`config.mk`:
```
export PLATFORM = sky130hd
export DESIGN_NAME = svo_axis_video_sink
export DESIGN_NICKNAME = d
export VERILOG_FILES = /design/src/rtl/svo_timing_pkg.sv /design/src/rtl/svo_raster_counter.sv /design/src/rtl/svo_axis_video_sink.sv
export SDC_FILE = /design/constraint.sdc
export NUM_CORES = 1
export LEC_CHECK = 0
export ABC_AREA = 1
export BUFFER_PORTS_ARGS = -buffer_cell sky130_fd_sc_hd__buf_4
export CORE_UTILIZATION = 55
export DETAILED_ROUTE_END_ITERATION = 8
export HOLD_SLACK_MARGIN = 0.15
export PLACE_DENSITY = 0.9
export SLEW_MARGIN = 25
export SYNTH_ARGS = -nofsm -noshare
export SYNTH_HDL_FRONTEND = slang
export SYNTH_HIERARCHICAL = 1
export SYNTH_SLANG_ARGS = --single-unit
```
`constraint.sdc`:
```
create_clock -name clk -period 4.92 [get_ports clk]
set_input_delay 0.492 -clock clk [delete_from_list [all_inputs] [get_ports clk]]
set_output_delay 0.492 -clock clk [all_outputs]
set_load 0.05 [all_outputs]
```
`src/rtl/svo_timing_pkg.sv`:
```
// rtl/svo_timing_pkg.sv - shared video timing defaults, derived totals and sink state enum
// Purpose: single source of raster timing defaults for the sink and the encoder.
package svo_timing_pkg;

  typedef enum logic [1:0] {
    HUNT = 2'd0,
    HOLD = 2'd1,
    RUN  = 2'd2
  } state_t;

  localparam int DEF_BITS_PER_PIXEL = 24;
  localparam int DEF_H_ACTIVE       = 640;
  localparam int DEF_H_FP           = 16;
  localparam int DEF_H_SYNC         = 96;
  localparam int DEF_H_BP           = 48;
  localparam int DEF_V_ACTIVE       = 480;
  localparam int DEF_V_FP           = 10;
  localparam int DEF_V_SYNC         = 2;
  localparam int DEF_V_BP           = 33;
  localparam int DEF_SYNC_POL       = 0;

  localparam int HT = DEF_H_ACTIVE + DEF_H_FP + DEF_H_SYNC + DEF_H_BP;
  localparam int VT = DEF_V_ACTIVE + DEF_V_FP + DEF_V_SYNC + DEF_V_BP;

  // Raster counter width; covers totals up to 4096 in either direction.
  localparam int CNT_W = 12;

endpackage

```
`src/rtl/svo_raster_counter.sv`:
```
// rtl/svo_raster_counter.sv - free-running hcnt/vcnt raster counter with timing decodes
// Ports:
//   clk, resetn         pixel clock, synchronous active-low reset
//   active              hcnt/vcnt inside the visible area
//   origin              first pixel of the frame (hcnt == 0, vcnt == 0)
//   hs_on, vs_on        inside the horizontal / vertical sync pulse
module svo_raster_counter
  import svo_timing_pkg::*;
#(
  parameter int H_ACTIVE = DEF_H_ACTIVE,
  parameter int H_FP     = DEF_H_FP,
  parameter int H_SYNC   = DEF_H_SYNC,
  parameter int H_BP     = DEF_H_BP,
  parameter int V_ACTIVE = DEF_V_ACTIVE,
  parameter int V_FP     = DEF_V_FP,
  parameter int V_SYNC   = DEF_V_SYNC,
  parameter int V_BP     = DEF_V_BP
) (
  input  logic clk,
  input  logic resetn,
  output logic active,
  output logic origin,
  output logic hs_on,
  output logic vs_on
);

  localparam logic [CNT_W-1:0] H_LAST   = CNT_W'(H_ACTIVE + H_FP + H_SYNC + H_BP - 1);
  localparam logic [CNT_W-1:0] V_LAST   = CNT_W'(V_ACTIVE + V_FP + V_SYNC + V_BP - 1);
  localparam logic [CNT_W-1:0] H_ACT    = CNT_W'(H_ACTIVE);
  localparam logic [CNT_W-1:0] V_ACT    = CNT_W'(V_ACTIVE);
  localparam logic [CNT_W-1:0] HS_START = CNT_W'(H_ACTIVE + H_FP);
  localparam logic [CNT_W-1:0] HS_END   = CNT_W'(H_ACTIVE + H_FP + H_SYNC);
  localparam logic [CNT_W-1:0] VS_START = CNT_W'(V_ACTIVE + V_FP);
  localparam logic [CNT_W-1:0] VS_END   = CNT_W'(V_ACTIVE + V_FP + V_SYNC);

  logic [CNT_W-1:0] hcnt;
  logic [CNT_W-1:0] vcnt;

  always_ff @(posedge clk) begin
    if (!resetn) begin
      hcnt <= '0;
      vcnt <= '0;
    end else if (hcnt == H_LAST) begin
      hcnt <= '0;
      vcnt <= (vcnt == V_LAST) ? '0 : vcnt + 1'b1;
    end else begin
      hcnt <= hcnt + 1'b1;
    end
  end

  assign active = (hcnt < H_ACT) && (vcnt < V_ACT);
  assign origin = (hcnt == '0) && (vcnt == '0);
  assign hs_on  = (hcnt >= HS_START) && (hcnt < HS_END);
  assign vs_on  = (vcnt >= VS_START) && (vcnt < VS_END);

endmodule

```
`src/rtl/svo_axis_video_sink.sv`:
```
// rtl/svo_axis_video_sink.sv - stream-to-raster video sink with SOF alignment and auto-recovery
// Ports:
//   clk, resetn                          pixel clock, synchronous active-low reset
//   in_axis_tvalid/tready/tdata/tuser    pixel stream in, tuser = start of frame
//   vid_rgb, vid_de, vid_hsync, vid_vsync registered raster out (latency 1 from counters)
//   locked                               sink is streaming (RUN)
//   underflow, resync                    one-cycle error pulses, aligned with vid_*
module svo_axis_video_sink
  import svo_timing_pkg::*;
#(
  parameter int SVO_BITS_PER_PIXEL = DEF_BITS_PER_PIXEL,
  parameter int H_ACTIVE           = DEF_H_ACTIVE,
  parameter int H_FP               = DEF_H_FP,
  parameter int H_SYNC             = DEF_H_SYNC,
  parameter int H_BP               = DEF_H_BP,
  parameter int V_ACTIVE           = DEF_V_ACTIVE,
  parameter int V_FP               = DEF_V_FP,
  parameter int V_SYNC             = DEF_V_SYNC,
  parameter int V_BP               = DEF_V_BP,
  parameter int SYNC_POL           = DEF_SYNC_POL
) (
  input  logic                          clk,
  input  logic                          resetn,
  input  logic                          in_axis_tvalid,
  output logic                          in_axis_tready,
  input  logic [SVO_BITS_PER_PIXEL-1:0] in_axis_tdata,
  input  logic                          in_axis_tuser,
  output logic [SVO_BITS_PER_PIXEL-1:0] vid_rgb,
  output logic                          vid_de,
  output logic                          vid_hsync,
  output logic                          vid_vsync,
  output logic                          locked,
  output logic                          underflow,
  output logic                          resync
);

  localparam logic SYNC_LVL = (SYNC_POL != 0);

  logic   active, origin, hs_on, vs_on;
  state_t state, state_nxt;
  logic   disp;
  logic   underflow_nxt, resync_nxt;

  svo_raster_counter #(
    .H_ACTIVE (H_ACTIVE), .H_FP (H_FP), .H_SYNC (H_SYNC), .H_BP (H_BP),
    .V_ACTIVE (V_ACTIVE), .V_FP (V_FP), .V_SYNC (V_SYNC), .V_BP (V_BP)
  ) u_raster (
    .clk    (clk),
    .resetn (resetn),
    .active (active),
    .origin (origin),
    .hs_on  (hs_on),
    .vs_on  (vs_on)
  );

  // disp marks a pixel that is both consumed and shown this cycle; it is only
  // ever set inside active video, so it doubles as the data enable.
  always_comb begin
    state_nxt      = state;
    in_axis_tready = 1'b0;
    disp           = 1'b0;
    underflow_nxt  = 1'b0;
    resync_nxt     = 1'b0;
    case (state)
      HUNT: begin
        // Drain stale pixels but leave the SOF pixel waiting for the origin.
        in_axis_tready = !(in_axis_tvalid && in_axis_tuser);
        if (in_axis_tvalid && in_axis_tuser) state_nxt = HOLD;
      end
      HOLD: begin
        in_axis_tready = origin;
        if (origin && in_axis_tvalid) begin
          disp      = 1'b1;
          state_nxt = RUN;
        end
      end
      RUN: begin
        in_axis_tready = active && !(in_axis_tvalid && in_axis_tuser && !origin);
        // Underflow first: with tvalid low, tuser carries no meaning.
        if (active && !in_axis_tvalid) begin
          underflow_nxt = 1'b1;
          state_nxt     = HUNT;
        end else if (active && in_axis_tuser && !origin) begin
          // Early SOF: keep it in the stream and show it at the next origin.
          resync_nxt = 1'b1;
          state_nxt  = HOLD;
        end else if (origin && !in_axis_tuser) begin
          // Missing SOF: the pixel is already here, so show it, then re-hunt.
          disp       = 1'b1;
          resync_nxt = 1'b1;
          state_nxt  = HUNT;
        end else if (active) begin
          disp = 1'b1;
        end
      end
      default: state_nxt = HUNT;
    endcase
  end

  always_ff @(posedge clk) begin
    if (!resetn) begin
      state     <= HUNT;
      vid_rgb   <= '0;
      vid_de    <= 1'b0;
      vid_hsync <= !SYNC_LVL;
      vid_vsync <= !SYNC_LVL;
      underflow <= 1'b0;
      resync    <= 1'b0;
    end else begin
      state     <= state_nxt;
      vid_rgb   <= disp ? in_axis_tdata : '0;
      vid_de    <= disp;
      vid_hsync <= hs_on ? SYNC_LVL : !SYNC_LVL;
      vid_vsync <= vs_on ? SYNC_LVL : !SYNC_LVL;
      underflow <= underflow_nxt;
      resync    <= resync_nxt;
    end
  end

  assign locked = (state == RUN);

endmodule
```
==> impl_metrics.ini <==
[critical_path]
cp.required_ps = 4430
crit_fanout = 6
crit_end = in_axis_tready
cp.arrival_ps = 2450
critPathCaptureType = primary output
crit_chain = inv_1, ha_1, nand2_1, nor3_1, nand4_1, nor3_1, nand2_1, a31oi_1, buf_4
crit_start = u_raster/hcnt[0]
crit_type = reg -> out
r2r_slack_ps = 2580
r2r_start = u_raster/hcnt[0]
crit_path_max_incr_delay_ps = 550
startpoint_type = register
cpMaxStageDelayCell = nor3_1
rr_worst_depth = 12
worstReg2RegEnd = vid_rgb[6]

[logic_synthesis]
yosysWarnings = 6
synth_largest_area_cell = dfxtp_1
syn_area_per_cell_sq_um = 7.21
syn_inst = 353
syn_area_sq_um = 2540
synth_seq_cells = 55
syn-num-nets = 389
synth_top_area_share_pct = 43.3
synth.area.top_cells = dfxtp_1 43%, nand2_1 11%, inv_1 9.7%
ys_seq_area_share_pct = 43.3
synth_cell_type_count = 33

[cts]
clk_path_buf_depth = 2
clkTransAtPathRegs_ps = 100
post_cts_buffers = 0
cts_hold_buffers = 0
cts_tree = yes
cts-root-buf = clkbuf_8
h-tree-depth = 2
insertion_delay_ps = 310
cts.sinks = 55
cts_inserted_buffers = 5
cts_resized = 0

[place]
routabilityCongestion = 0.928
placed_cell_area_sq_um = 3010
io_buffer_count = 58
hpwl_mm = 4.04

[hold_path]
hp-class = in -> reg

[layout]
fin_nets = 451
final_common_cell = nand2_1
final_util_pct = 70.7
final_cell_mix = 77 x nand2_1, 66 x inv_1, 66 x nor2_1
drive_gt1_share_pct = 20.7
design_area_sq_um = 3120
antenna_cells = 0
syn_to_final_growth_pct = 22.7

[floorplan]
initial_core_util_pct = 57.6
fp.dieW_um = 70.0
dieArea_sq_um = 4900
ioPinCount = 59
die_h_um = 70.0
core_sq_um = 4410
num_rows = 24

[drt]
wl_mm = 5.37
ant_nets = 0
drc = 0
drtIter0Drc = 184
drt_pass1_iterations = 5
avgViaCountPerCell = 4.91
vias = 2298
wl_per_cell_um = 11.5

[grt]
grt_max_degree = 26
overflow = 0
antenna_found_initial = 0
grtUsageTotal_pct = 22.6
grt_pass1_wl_mm = 8.83
grt_pass1_vias = 2049

[sta]
fmax_mhz = 340
maxSlewHeadroom_pct = 54.4
report.final.slew_viol_count = 0
rsz0062_at_grt = no
setup_tns_ps = 0
min_period_ps = 2940
finalClockSkew_ps = 14.5
tightest_slew_ps = 678
hold_violations = 0
period_share_pct = 59.7
setup_violations = 0

[run]
maxCapViolations = 0

[power_and_ir_drop]
totalPowerFinal_mw = 1.00
leakage_nw = 1.55
p_per_area_nw_per_um2 = 320
ir_worst_vdd_v = 0.000176

[run_status]
status = completed
==> worst min path at each step <==
stage | from | endpoint | slack [ps] | cells after the start
floorplan | u_raster/hcnt[0] | u_raster/hcnt[0] | 430 | 1
global placement | u_raster/hcnt[0] | u_raster/hcnt[0] | 440 | 1
detailed placement | u_raster/hcnt[0] | u_raster/hcnt[0] | 460 | 1
CTS | in_axis_tdata[13] | vid_rgb[13] | 380 | 3
global route | in_axis_tdata[19] | vid_rgb[19] | 380 | 3
finish | in_axis_tdata[20] | vid_rgb[20] | 380 | 3
==> sequential cells by signal, summed over array words and instances (netlist names) <==
name           cells
vid_de             1
vid_hsync          1
state              2
resync             1
u_raster/hcnt     12
vid_rgb           24
u_raster/vcnt     12
underflow          1
vid_vsync          1
==> metrics by stage <==
stage	hold slack, ps	std cells	setup WS [ps]
finish	383	468	1980
global route	384	468	1880
CTS	378	468	2040
detailed placement	457	460	2550
global placement	445	460	2640
floorplan	430	353	2320
==> cells in the mapped netlist <==
master / count
o211ai_1: 1
or2_0: 1
inv_2: 2
a31oi_1: 1
nand4_1: 8
nand2_2: 2
inv_1: 66
nand3b_1: 1
nor2_2: 4
a21boi_2: 1
nor4_1: 1
nor3_2: 2
nor3_1: 4
nor2_8: 1
o21ai_1: 3
nor3b_1: 3
nand2_4: 3
nor2_1: 66
nand3_1: 18
o21ai_2: 1
nor2_4: 1
nand3_4: 1
ha_1: 8
nand3_2: 2
o21bai_1: 1
o21a_1: 1
o21ai_0: 3
buf_6: 3
xor2_1: 3
dfxtp_1: 55
a21oi_2: 1
nand2_1: 77
a21oi_1: 8
==> per-layer routing <==
layer / GRT usage [%] / share of wire, %
met2: 40.4 / 52
met3: 4.76 / 6.2
met5: 0 / 0
met4: 8.22 / 1.5
met1: 26.3 / 41
==> logic make-up after synthesis <==
kind of cell / count (synthesis) / share of synthesized area, %
AND/OR/NAND/NOR: 195 / 35.4
AO/OA/AOI/OAI: 21 / 5.02
flip-flops: 55 / 43.3
adder cells (fa/ha/maj): 8 / 3.94
buffers and inverters: 71 / 11.4
XOR/XNOR: 3 / 1.03
==> report_power, final <==
group / internal [mW] / switching (mW) / leakage [nW]
Combinational: 0.0750 / 0.150 / 1.05
Sequential: 0.465 / 0.00958 / 0.444
Clock: 0.154 / 0.147 / 0.0558
Total: 0.694 / 0.307 / 1.55
==> worst max-delay path: cells and delay by family, from the launching register on <==
kind                     cells  cell delay (ps)
AND/OR/NAND/NOR              5             1130
adder cells (fa/ha/maj)      1              140
AO/OA/AOI/OAI                1              220
buffers and inverters        2              290
flip-flops                   1              350
==> layout make-up <==
type                    count  area (sq um)
clock buffers               6          72.6
clock inverters             2          38.8
fillers                   358          1290
flip-flops and latches     55          1100
well taps                  52          65.1
repair buffers             58           435
inverters                  68           255
multi-input cells         227          1150
Note: power is estimated with default switching activity, not from simulation.
